### src/rtl/npu_pkg.sv
// Shared NPU definitions: tile geometry, the conv result tile type and the pooling FSM states.
package npu_pkg;

    localparam int unsigned CONV_OUT_DIM = 4;
    localparam int unsigned POOL_K       = 2;
    localparam int unsigned POOL_OUT_DIM = 2;
    localparam int unsigned TILE_W       = 16;

    // Row-major [row][col] tile of conv results; elements are interpreted as signed.
    typedef logic [CONV_OUT_DIM-1:0][CONV_OUT_DIM-1:0][TILE_W-1:0] conv_tile_t;

    typedef enum logic [1:0] {
        IDLE,
        CALC,
        EMIT,
        DONE
    } pool_state_e;

endpackage

### src/rtl/max4_signed.sv
// Combinational signed maximum of four operands, built as a two-level comparator tree.
module max4_signed #(
    parameter int unsigned W = 16
) (
    input  logic signed [W-1:0] a,
    input  logic signed [W-1:0] b,
    input  logic signed [W-1:0] c,
    input  logic signed [W-1:0] d,
    output logic signed [W-1:0] y
);

    logic signed [W-1:0] max_ab;
    logic signed [W-1:0] max_cd;

    always_comb begin
        max_ab = (a > b) ? a : b;
        max_cd = (c > d) ? c : d;
        y      = (max_ab > max_cd) ? max_ab : max_cd;
    end

endmodule

### src/rtl/conv_pool_requant.sv
// Captures a 4x4 conv result tile, then emits its four 2x2 max-pooled, ReLU'd and
// shift-round-saturate requantised values one per valid/ready handshake.
module conv_pool_requant
    import npu_pkg::*;
#(
    parameter int unsigned IN_W    = 16,
    parameter int unsigned OUT_W   = 8,
    parameter int unsigned SHIFT_W = 4
) (
    input  logic                                             clk,
    input  logic                                             rst,
    input  logic                                             in_valid,
    output logic                                             in_ready,
    input  logic [CONV_OUT_DIM-1:0][CONV_OUT_DIM-1:0][IN_W-1:0] c_in,
    input  logic [SHIFT_W-1:0]                               shift,
    input  logic                                             relu_en,
    output logic                                             out_valid,
    input  logic                                             out_ready,
    output logic [OUT_W-1:0]                                 out_data,
    output logic [1:0]                                       out_idx,
    output logic                                             out_sat,
    output logic                                             busy,
    output logic                                             done
);

    localparam int unsigned R_W = IN_W + 1;
    localparam logic signed [R_W-1:0] Q_MAX = R_W'((1 << (OUT_W - 1)) - 1);
    // Two's complement: inverting the largest positive value gives the most negative one.
    localparam logic signed [R_W-1:0] Q_MIN = ~Q_MAX;

    pool_state_e state_q, state_d;

    logic [CONV_OUT_DIM-1:0][CONV_OUT_DIM-1:0][IN_W-1:0] tile_q;
    logic [SHIFT_W-1:0] shift_q;
    logic               relu_q;
    logic [1:0]         w_q;

    logic [1:0]            row0, row1, col0, col1;
    logic signed [IN_W-1:0] win_a, win_b, win_c, win_d, win_max, m_relu;
    logic signed [R_W-1:0]  rnd, r_sum, q_full;
    logic [OUT_W-1:0]       q_sat;
    logic                   sat;

    always_ff @(posedge clk or posedge rst) begin
        if (rst) state_q <= IDLE;
        else     state_q <= state_d;
    end

    always_comb begin
        state_d   = state_q;
        in_ready  = 1'b0;
        out_valid = 1'b0;
        busy      = 1'b1;
        done      = 1'b0;
        unique case (state_q)
            IDLE: begin
                in_ready = ~rst;
                busy     = 1'b0;
                if (in_valid) state_d = CALC;
            end
            CALC: state_d = EMIT;
            EMIT: begin
                out_valid = 1'b1;
                if (out_ready) state_d = (w_q == 2'd3) ? DONE : CALC;
            end
            DONE: begin
                done    = 1'b1;
                state_d = IDLE;
            end
            default: state_d = IDLE;
        endcase
    end

    // Window w covers rows {w[1],x} and cols {w[0],x}, giving row-major pooled order.
    always_comb begin
        row0  = {w_q[1], 1'b0};
        row1  = {w_q[1], 1'b1};
        col0  = {w_q[0], 1'b0};
        col1  = {w_q[0], 1'b1};
        win_a = $signed(tile_q[row0][col0]);
        win_b = $signed(tile_q[row0][col1]);
        win_c = $signed(tile_q[row1][col0]);
        win_d = $signed(tile_q[row1][col1]);
    end

    max4_signed #(.W(IN_W)) u_max4 (
        .a(win_a),
        .b(win_b),
        .c(win_c),
        .d(win_d),
        .y(win_max)
    );

    always_comb begin
        m_relu = (relu_q && win_max[IN_W-1]) ? '0 : win_max;
        rnd    = (shift_q != '0) ? (R_W'(1) << (shift_q - SHIFT_W'(1))) : '0;
        r_sum  = {m_relu[IN_W-1], m_relu} + rnd;
        q_full = r_sum >>> shift_q;
        sat    = 1'b0;
        q_sat  = q_full[OUT_W-1:0];
        if (q_full > Q_MAX) begin
            q_sat = Q_MAX[OUT_W-1:0];
            sat   = 1'b1;
        end else if (q_full < Q_MIN) begin
            q_sat = Q_MIN[OUT_W-1:0];
            sat   = 1'b1;
        end
    end

    always_ff @(posedge clk or posedge rst) begin
        if (rst) begin
            tile_q   <= '0;
            shift_q  <= '0;
            relu_q   <= 1'b0;
            w_q      <= '0;
            out_data <= '0;
            out_idx  <= '0;
            out_sat  <= 1'b0;
        end else begin
            if (state_q == IDLE && in_valid) begin
                tile_q  <= c_in;
                shift_q <= shift;
                relu_q  <= relu_en;
                w_q     <= '0;
            end
            if (state_q == CALC) begin
                out_data <= q_sat;
                out_idx  <= w_q;
                out_sat  <= sat;
            end
            if (state_q == EMIT && out_ready && w_q != 2'd3) w_q <= w_q + 2'd1;
        end
    end

endmodule

### config.mk
export PLATFORM = sky130hd
export DESIGN_NAME = conv_pool_requant
export DESIGN_NICKNAME = d
export VERILOG_FILES = /design/src/rtl/npu_pkg.sv /design/src/rtl/max4_signed.sv /design/src/rtl/conv_pool_requant.sv
export SDC_FILE = /design/constraint.sdc
export NUM_CORES = 1
export LEC_CHECK = 0
export ABC_AREA = 1
export CAP_MARGIN = 20
export CORE_MARGIN = 5
export CORE_UTILIZATION = 55
export CTS_BUF_LIST = sky130_fd_sc_hd__clkbuf_4
export CTS_CLUSTER_SIZE = 10
export DETAILED_ROUTE_END_ITERATION = 10
export HOLD_SLACK_MARGIN = 0.06
export PLACE_DENSITY = 0.85
export RECOVER_POWER = 100
export SETUP_SLACK_MARGIN = 0.1
export SYNTH_ARGS = -nofsm -noshare
export SYNTH_HDL_FRONTEND = slang
export SYNTH_SLANG_ARGS = --single-unit
### constraint.sdc
create_clock -name clk -period 9.8 [get_ports clk]
set_input_delay 1.47 -clock clk [delete_from_list [all_inputs] [get_ports clk]]
set_output_delay 1.47 -clock clk [all_outputs]
set_load 0.05 [all_outputs]
==> impl_metrics.py <==
metrics = {
    "outcome": {
        "violations": "capacitance limit, slew limit",
        "status": "finished, violations left",
    },
    "route": {
        "wl_um": 48900,
        "drtIter0Drc": 1788,
        "drtAntennaViolNets": 0,
        "routedWlPerCell_um": 16.9,
        "viasPerCell": 5.48,
        "drc": 0,
        "via_count": 15800,
        "drtPass1Iterations": 5,
    },
    "setup_path": {
        "crit_path_top_delay_cell": "clkinv_2",
        "end_kind": "flip-flop",
        "required_ns": 10.34,
        "cp-start-kind": "flip-flop",
        "r2r_end": "out_data[0]",
        "worst_r2r_path_depth": 51,
        "path_max_fanout": 51,
        "slowest_delay_ns": 0.63,
        "cp.depth": 51,
        "crit_path_end": "out_data[0]",
        "crit_path_frequent_cell": "nand2_1",
        "critPathTopFamily": "simple AND/OR/NAND/NOR gates",
        "worstPathArrival_ns": 9.42,
        "timing.rr.start": "w_q[1]",
        "crit_path_start": "w_q[1]",
        "worst-path-buf-inv": 7,
        "r2r_slack_ns": 0.92,
        "critical_path_class": "flip-flop to flip-flop",
    },
    "floorplanning": {
        "die_area_um2": 32100,
        "rows": 62,
        "ios": 280,
        "chipHeight_um": 179,
        "initial_core_util": 0.553,
        "placeableCoreArea_um2": 28500,
        "die_x_um": 179,
    },
    "yosys": {
        "synth_cell_types": 50,
        "synth_area_um2": 15700,
        "synth-main-ff-cell": "dfrtp_1",
        "ys_async_sr_fraction": 1.00,
        "synth_seq_cells": 276,
        "yosys-top-cells-area": "dfrtp_1 (44%), nand2_1 (23%), o21ai_0 (5.7%)",
        "seq_area_frac_synth": 0.439,
        "synthesis.nets": 2546,
        "synth_top_area_frac": 0.439,
        "synth_area_leader_cell": "dfrtp_1",
        "yosysWarnings": 0,
        "synthCells": 2215,
        "synth_area_per_cell_um2": 7.11,
        "synth-edff-count": 0,
    },
    "global_routing": {
        "grt_max_degree": 161,
        "grt-ovfl-total": 0,
        "track_usage": 0.305,
        "grt_pass1_wl_um": 78500,
        "antenna_found_initial": 1,
        "grt_pass1_vias": 15600,
    },
    "timing": {
        "worstMarginPinSlew_ns": 6.29,
        "rsz0062_at_grt": "false",
        "hold_viol_final": 0,
        "relSlewSlack": -3.20,
        "fin_crit_ns": 8.88,
        "fmax_mhz": 113,
        "skew_ns": 0.0599,
        "setup_tns_ns": 0,
        "whs_ns": 0.476,
        "timing.final.crit_share": 0.906,
        "finalSetupViolCount": 0,
        "drv_slew": 426,
    },
    "clocking": {
        "numCtsBuffers": 73,
        "cts_hold_buf": 0,
        "cts_setup_buffers": 0,
        "cts_resized": 0,
        "cts.sinks": 276,
        "tritoncts": "built",
        "clk_pin_slew_ns": 0.07,
        "clk_latency_ns": 0.68,
        "cts_htree_levels": 3,
        "cts_root_buffer": "clkbuf_4",
        "clock_path_buffers": 3,
    },
    "cells_and_area": {
        "area_growth_pct": 24.3,
        "final_cell_mix": "nand2_1 (977), dfrtp_1 (274), clkdlybuf4s50_1 (261), o21ai_0 (180), nor2_1 (168)",
        "multi_input_area_um2": 7800,
        "seq_area_um2": 6910,
        "layout-drive-gt1-share": 0.0666,
        "finalNetCount": 2795,
        "layout_commonest_cell": "nand2_1",
        "fillCellCount": 2391,
        "postLayoutCoreUtil": 0.687,
    },
    "job": {
        "cap_violations": 4,
    },
    "placement": {
        "portBuffers": 279,
        "dp_hpwl_um": 35600,
        "gp_congestion": 0.939,
    },
    "min_path": {
        "hold_class": "flip-flop to flip-flop",
    },
}
-- state kept, by name, summed over array words and instances, names as in the netlist --
register and flops:
out_sat 1, shift_q 4, tile_q 256, out_data 8, relu_q 1, out_idx 2, w_q 2, state_q 2
-- how the worst min path moves through the flow --
stage                start     endpoint  slack [ns]  cells after the start
4_1_cts         tile_q[32]   tile_q[32]        0.48                      2
6_report        tile_q[32]   tile_q[32]        0.48                      2
3_5_place_dp    tile_q[32]   tile_q[32]        0.46                      2
3_3_place_gp    tile_q[97]   tile_q[97]        0.46                      2
2_1_floorplan  tile_q[112]  tile_q[112]        0.44                      2
5_1_grt        tile_q[109]  tile_q[109]        0.49                      2
-- layer usage --
| layer | part of all wire | track usage |
|---|---|---|
| met4 | 0.037 | 0.118 |
| met2 | 0.48 | 0.497 |
| met3 | 0.072 | 0.0527 |
| met1 | 0.41 | 0.409 |
| met5 | 0 | 0 |
-- synth_stat cells, drive strengths merged (7+ instances only) --
| master | n |
|---|---|
| ha | 65 |
| a32oi | 17 |
| a21oi | 74 |
| dfrtp | 276 |
| inv | 149 |
| nor2 | 172 |
| nand2 | 989 |
| o211ai | 18 |
| buf | 20 |
| nand3 | 69 |
| o21ai | 188 |
| clkbuf | 98 |
| nand4 | 7 |
| xnor2 | 7 |
| o22ai | 32 |
-- logic make-up (layout without fill, tap and decap cells) --
| kind of cell | count (synthesis) | after routing | share of synthesized area |
|---|---|---|---|
| flip-flops | 276 | 276 | 0.439 |
| other | 1 | 2 | 0.000238 |
| AO/OA/AOI/OAI | 352 | 352 | 0.128 |
| buffers and inverters | 269 | 561 | 0.0655 |
| adder cells (fa/ha/maj) | 66 | 66 | 0.0529 |
| XOR/XNOR | 8 | 8 | 0.00445 |
| AND/OR/NAND/NOR | 1243 | 1243 | 0.310 |
-- tightest hold or removal path: cells and delay by family (launching register included) --
kind	cells	cell delay (ns)
flops	1	0.34
simple gates	2	0.10
-- through the flow --
step                      area [um2]  worst slack [ns]  instances
after floorplan                15700             0.721       2215
after global placement         18700              1.34       2773
after detailed placement       18700              1.23       2773
after CTS                      19600              1.17       2891
after global routing           19600             0.107       2892
final                          19600             0.922       2892
-- final cells by class --
type | count | area share
diodes | 1 | 0.000128
clock buffers | 105 | 0.0403
clock inverters | 13 | 0.00505
inverters | 151 | 0.0293
multi-input cells | 1670 | 0.399
flip-flops and latches | 276 | 0.353
well taps | 384 | 0.0245
repair buffers | 292 | 0.149
Power is not shown: default switching activity piles up to over one toggle a cycle in this logic, so the estimate is an artifact.
